==> src/rtl/mips_pkg.sv <==
// Shared MIPS definitions: syscall service codes and the syscall unit state encoding.
package mips_pkg;

    localparam logic [7:0] SYS_PRINT_WORD = 8'd1;
    localparam logic [7:0] SYS_EXIT       = 8'd10;
    localparam logic [7:0] SYS_PRINT_CHAR = 8'd11;

    typedef enum logic [1:0] {
        IDLE,
        EMIT,
        DONE
    } state_t;

endpackage

==> src/rtl/syscall_unit.sv <==
// Syscall service unit: prints a char or word on a ready/valid byte stream, or halts.
// Optional completed-service counter built when SYSCALL_COUNT_EN is defined.
module syscall_unit
    import mips_pkg::*;
#(
    parameter int DATA_WIDTH = 32,
    parameter int CNT_WIDTH  = 16
) (
    input  logic                  CLOCK,
    input  logic                  RESET,
    input  logic                  SYSCALL_IN,
    input  logic [DATA_WIDTH-1:0] V0_IN,
    input  logic [DATA_WIDTH-1:0] A0_IN,
    input  logic                  OUT_READY,
    output logic                  OUT_VALID,
    output logic [7:0]            OUT_BYTE,
    output logic                  BUSY,
    output logic                  HALT,
    output logic                  ERROR,
    output logic [CNT_WIDTH-1:0]  SYSCALL_COUNT
);

    localparam int NUM_BYTES = DATA_WIDTH / 8;
    localparam int IDX_WIDTH = $clog2(NUM_BYTES) + 1;

    state_t                state, state_next;
    logic [DATA_WIDTH-1:0] shift_q;
    logic [IDX_WIDTH-1:0]  idx_q, last_q;
    logic                  halt_q, error_q;
    logic [7:0]            code;
    logic                  is_print, accept, collide, xfer, last_byte;
    logic                  unused_v0_bits;

    // Only the low byte of $v0 selects the service.
    assign code           = V0_IN[7:0];
    assign unused_v0_bits = ^V0_IN[DATA_WIDTH-1:8];

    assign is_print  = (code == SYS_PRINT_CHAR) || (code == SYS_PRINT_WORD);
    assign accept    = (state == IDLE) && SYSCALL_IN && !halt_q;
    assign collide   = SYSCALL_IN && ((state != IDLE) || halt_q);
    assign xfer      = (state == EMIT) && OUT_READY;
    assign last_byte = (idx_q == last_q);

    // NOTE: sequential state uses non-blocking assignments so every flop samples pre-edge values.
    always_ff @(posedge CLOCK or negedge RESET) begin
        if (!RESET) state <= IDLE;
        else        state <= state_next;
    end

    // NOTE: defaults are assigned first so no path leaves a variable unassigned (no latch).
    always_comb begin
        state_next = state;
        OUT_VALID  = 1'b0;
        OUT_BYTE   = 8'h00;
        BUSY       = 1'b1;
        case (state)
            IDLE: begin
                BUSY = 1'b0;
                if (accept) state_next = is_print ? EMIT : DONE;
            end
            EMIT: begin
                OUT_VALID = 1'b1;
                OUT_BYTE  = shift_q[DATA_WIDTH-1 -: 8];
                if (xfer && last_byte) state_next = DONE;
            end
            DONE:    state_next = IDLE;
            default: state_next = IDLE;
        endcase
    end

    // Bytes leave from the top of the shift register, so a print char is loaded MSB-aligned.
    always_ff @(posedge CLOCK or negedge RESET) begin
        if (!RESET) begin
            shift_q <= '0;
            idx_q   <= '0;
            last_q  <= '0;
            halt_q  <= 1'b0;
            error_q <= 1'b0;
        end else begin
            if (collide) error_q <= 1'b1;
            if (accept) begin
                idx_q <= '0;
                if (code == SYS_PRINT_CHAR) begin
                    shift_q <= {A0_IN[7:0], {(DATA_WIDTH-8){1'b0}}};
                    last_q  <= '0;
                end else begin
                    shift_q <= A0_IN;
                    last_q  <= IDX_WIDTH'(NUM_BYTES - 1);
                end
                if (code == SYS_EXIT) halt_q  <= 1'b1;
                else if (!is_print)   error_q <= 1'b1;
            end
            if (xfer) begin
                shift_q <= shift_q << 8;
                idx_q   <= idx_q + 1'b1;
            end
        end
    end

    assign HALT  = halt_q;
    assign ERROR = error_q;

`ifdef SYSCALL_COUNT_EN
    logic [CNT_WIDTH-1:0] count_q;

    always_ff @(posedge CLOCK or negedge RESET) begin
        if (!RESET)              count_q <= '0;
        else if (state == DONE)  count_q <= count_q + 1'b1;
    end

    assign SYSCALL_COUNT = count_q;
`else
    assign SYSCALL_COUNT = '0;
`endif

endmodule

==> config.mk <==
export PLATFORM = sky130hd
export DESIGN_NAME = syscall_unit
export DESIGN_NICKNAME = d
export VERILOG_FILES = /design/src/rtl/mips_pkg.sv /design/src/rtl/syscall_unit.sv
export SDC_FILE = /design/constraint.sdc
export NUM_CORES = 1
export LEC_CHECK = 0
export CORE_MARGIN = 5
export CORE_UTILIZATION = 30
export DETAILED_ROUTE_END_ITERATION = 16
export GPL_TIMING_DRIVEN = 1
export RECOVER_POWER = 50
export SYNTH_ARGS = -nofsm -noshare
export SYNTH_HDL_FRONTEND = slang
export SYNTH_SLANG_ARGS = --single-unit
==> constraint.sdc <==
create_clock -name CLOCK -period 2.1 [get_ports CLOCK]
set_clock_uncertainty 0.2 [all_clocks]
set_input_delay 0.21 -clock CLOCK [delete_from_list [all_inputs] [get_ports CLOCK]]
set_output_delay 0.21 -clock CLOCK [all_outputs]
set_load 0.01 [all_outputs]
==> summary.txt <==
Timing
  • Slew margin rel.: 0.313
  • Fmax: 491 MHz
  • Worst-margin pin slew: 1.03 ns
  • Fin crit share: 0.970
  • Unrepaired setup endpoints after global routing: false
  • Final min period: 2.04 ns
  • Hold Violations, Final: 0
  • Setup_tns: 0 ns
  • Final setup vio count: 0
  • Min Hold Slack: 0.265 ns
  • Final Max Tran Viols: 0

Worst setup path
  • Top delay family on crit path: buffers and inverters
  • CP max FO: 9
  • CP Cell Sequence: nor2b_1, buf_4, buf_4, and2_1, dlygate4sd2_1
  • CP Launch Type: flip-flop
  • CP max-delay cell: dfrtp_1
  • Crit path capture type: output port
  • Critical path required time: 1.69 ns
  • Crit-path max cell delay: 0.42 ns
  • Crit Path Class: flip-flop to output port
  • Critical Path AT: 1.63 ns
  • Most frequent CP cell: buf_4
  • Bufs and invs on worst path: 3

Clock network
  • # clock sinks: 40
  • Inserted Clock Buffers: 5
  • Clock tree buffer depth: 2
  • Root Driver: clkbuf_8
  • H-tree levels: 2
  • Clk slew on worst S/H paths: 0.09 ns
  • Latest clock arrival within the worst-skew pair: 0.30 ns
  • CTS tree: built

GRT
  • Initial antenna violation count: 0
  • First-pass GRT wire length: 11000 um
  • Largest net degree at the start of global routing: between 40 and 50
  • Total GRT Usage: 0.138
  • Number of global-route vias before repair: 2124
  • Total grt overflow: 0

Synthesis
  • Post-Syn Area per Cell: 9.66 um2
  • Flops & latches, synth: 40
  • Synth cell types: 45
  • Synth Instances: 251
  • Sequential fraction of the synthesis area: 0.413
  • Post-Syn Area: 2420 um2
  • Warnings, synthesis: 0

Pwr
  • Power Dens Cells: 626 nW/um2
  • P_int: ~1.5 mW
  • Sequential share of power: 0.539
  • Max IR drop VDD: 0.000203 V
  • Combinational group share of total power: 0.184
  • Fraction of power spent switching nets: 0.284
  • Lkg Pwr: 1.32 nW
  • Clock power frac: 0.277
  • Switching power: 0.576 mW

Final layout
  • Synthesis-to-layout area growth: 33.5%
  • Final core occ: 0.415
  • Nets: about 380
  • Final cell count without fillers: 417
  • # fillers: 816
  • Register area: around 1000 um2
  • Diodes inserted: 0
  • Share of layout cells above drive strength 1: 0.130
  • Multi-input logic area: 1250 um2

Drt
  • Final WL: around 6900 um
  • DR WL/cell: about 16 um
  • DRT Pass-1 Iters: 4
  • Via density per instance: 5.19
  • DRC: 0
  • Detailed-route via count: 2164
  • DRT iter0 DRCs: 127
  • Post-DRT Antenna Nets: 0

Floorplan
  • Die area: 9980 um2
  • Die H: around 100 um
  • Core Rows: 32
  • I/O pin cnt: 96
  • Die W: 99.9 um
  • Starting Density: 0.311
  • Floorplan core area: 7810 um2

Placement
  • DP HPWL: 4910 um
  • # port buffers: 55
  • # placed instances: 404
  • Gpl congestion: about 0.8

Run status
  • Status: finished, final reports clean

Job
  • Maxcap violations: 0

Min path
  • Hold Path Class: primary input to flip-flop
## per-stage QoR
step	setup WS [ns]	total power, mW	instance area (um2)
6_report	0.0640	2.03	3240
5_1_grt	0.0121	2.14	3240
4_1_cts	0.0448	2.05	3240
3_5_place_dp	-0.0918	1.48	3110
3_3_place_gp	-0.0321	1.46	3110
2_1_floorplan	0.138	1.31	2480
## tightest hold or removal path, delay by kind of cell
kind | cells | cell delay, ns
AND/OR/NAND/NOR | 1 | 0.05
AO/OA/AOI/OAI | 1 | 0.07
buffers and inverters | 1 | 0.39
## layer usage
layer	up-vias	routed length (um)	track usage
met5	-	0	0
met3	4	374	0.0334
met2	70	3490	0.236
li1	1048	-	-
met4	0	33	0.0284
met1	1042	2970	0.178
## final timing paths
| check | startpoint | end | slack [ns] | cells past startpoint |
|---|---|---|---|---|
| max | state[0] | OUT_BYTE[3] | 0.06 | 5 |
| min | A0_IN[31] | shift_q[31] | 0.26 | 3 |
| max reg2reg | state[1] | state[0] | 0.24 | 4 |
| min reg2reg | ERROR | ERROR | 0.28 | 1 |
| max in group asynchronous | RESET | state[1] | 0.52 | 3 |
| min in group asynchronous | RESET | ERROR | 0.49 | 3 |
## power by group through the flow
| stage | combinational (mW) | clock [mW] | sequential, mW |
|---|---|---|---|
| 4_1_cts | 0.380 | 0.577 | 1.09 |
| 3_5_place_dp | 0.378 | 0 | 1.10 |
| 5_1_grt | 0.415 | 0.604 | 1.12 |
| 2_1_floorplan | 0.248 | 0 | 1.06 |
| 6_report | 0.373 | 0.562 | 1.09 |
| 3_3_place_gp | 0.366 | 0 | 1.09 |
## layout make-up
type / count / share of cell area
Multi-Input combinational cell: 186 / 0.386
Sequential cell: 40 / 0.310
Timing Repair Buffer: 79 / 0.232
Tap cell: 102 / 0.0394
Clock buffer: 6 / 0.0255
Clock inverter: 2 / 0.00464
Inverter: 2 / 0.00232
## kinds of logic after synthesis
group	Yosys count	share of synthesized area
AND/OR/NAND/NOR	99	0.248
adder cells (fa/ha/maj)	1	0.00516
multiplexers	1	0.00413
buffers and inverters	40	0.0960
flip-flops	40	0.413
AO/OA/AOI/OAI	67	0.225
other	1	0.00155
XOR/XNOR	2	0.00723
## flip-flops by register name (all words and copies together), names as in the netlist
register and flops:
shift_q 32, state 2, ERROR 1, HALT 1, idx_q 3, last_q 1
## cell usage in the layout, fill, tap and decap left out, types with 2 or more instances in the layout
cell type         n
buf_4            19
nand4b_1          2
a22o_1            2
inv_1             2
o211ai_1          8
nand4_1           9
dlygate4sd2_1     9
nand3_1          17
and2_1           17
a32o_1            9
nand2b_1          2
conb_1           16
o21ai_0          16
clkinvlp_4        2
dlygate4sd3_1     3
nand2_1          29
nor2b_1           2
dfrtp_1          39
and4b_1           8
a311oi_1          8
clkdlybuf4s50_1  43
nor2_1            2
buf_12            3
clkbuf_8          6
a221o_1          16
## Yosys cell counts (all sizes together)
cell type | number | area share
o32ai | 1 | 0.0036
a21o | 1 | 0.0031
or3b | 2 | 0.0072
ha | 1 | 0.0052
a22o | 2 | 0.0072
o21bai | 1 | 0.0031
clkbuf | 14 | 0.022
or3 | 1 | 0.0026
nand4b | 2 | 0.0072
nor2 | 2 | 0.0031
xor2 | 1 | 0.0036
dfrtp | 40 | 0.41
a32o | 9 | 0.037
nand3 | 17 | 0.035
nand2 | 29 | 0.045
and4bb | 1 | 0.0052
or2 | 1 | 0.0026
nand4 | 9 | 0.023
o21ai | 16 | 0.033
a21oi | 3 | 0.011
nor2b | 2 | 0.0052
xnor2 | 1 | 0.0036
nor4b | 2 | 0.016
a221o | 16 | 0.066
mux2i | 1 | 0.0041
conb | 1 | 0.0015
a211o | 1 | 0.0036
buf | 24 | 0.071
o211ai | 8 | 0.025
and4b | 8 | 0.033
and3 | 1 | 0.0026
or4b | 1 | 0.0057
inv | 2 | 0.0031
nor3 | 1 | 0.0021
and2 | 18 | 0.047
o41ai | 1 | 0.0036
nand2b | 2 | 0.0052
a311oi | 8 | 0.029
## repair_timing
action	4_1_cts	5_1_grt
hold buffers	1	0
setup endpoints to repair	9	9
pin swaps	0	0
buffers inserted	4	0
endpoints found under the hold margin	40	0
gates resized for setup	10	1
Note: power is estimated with default switching activity, not from simulation.
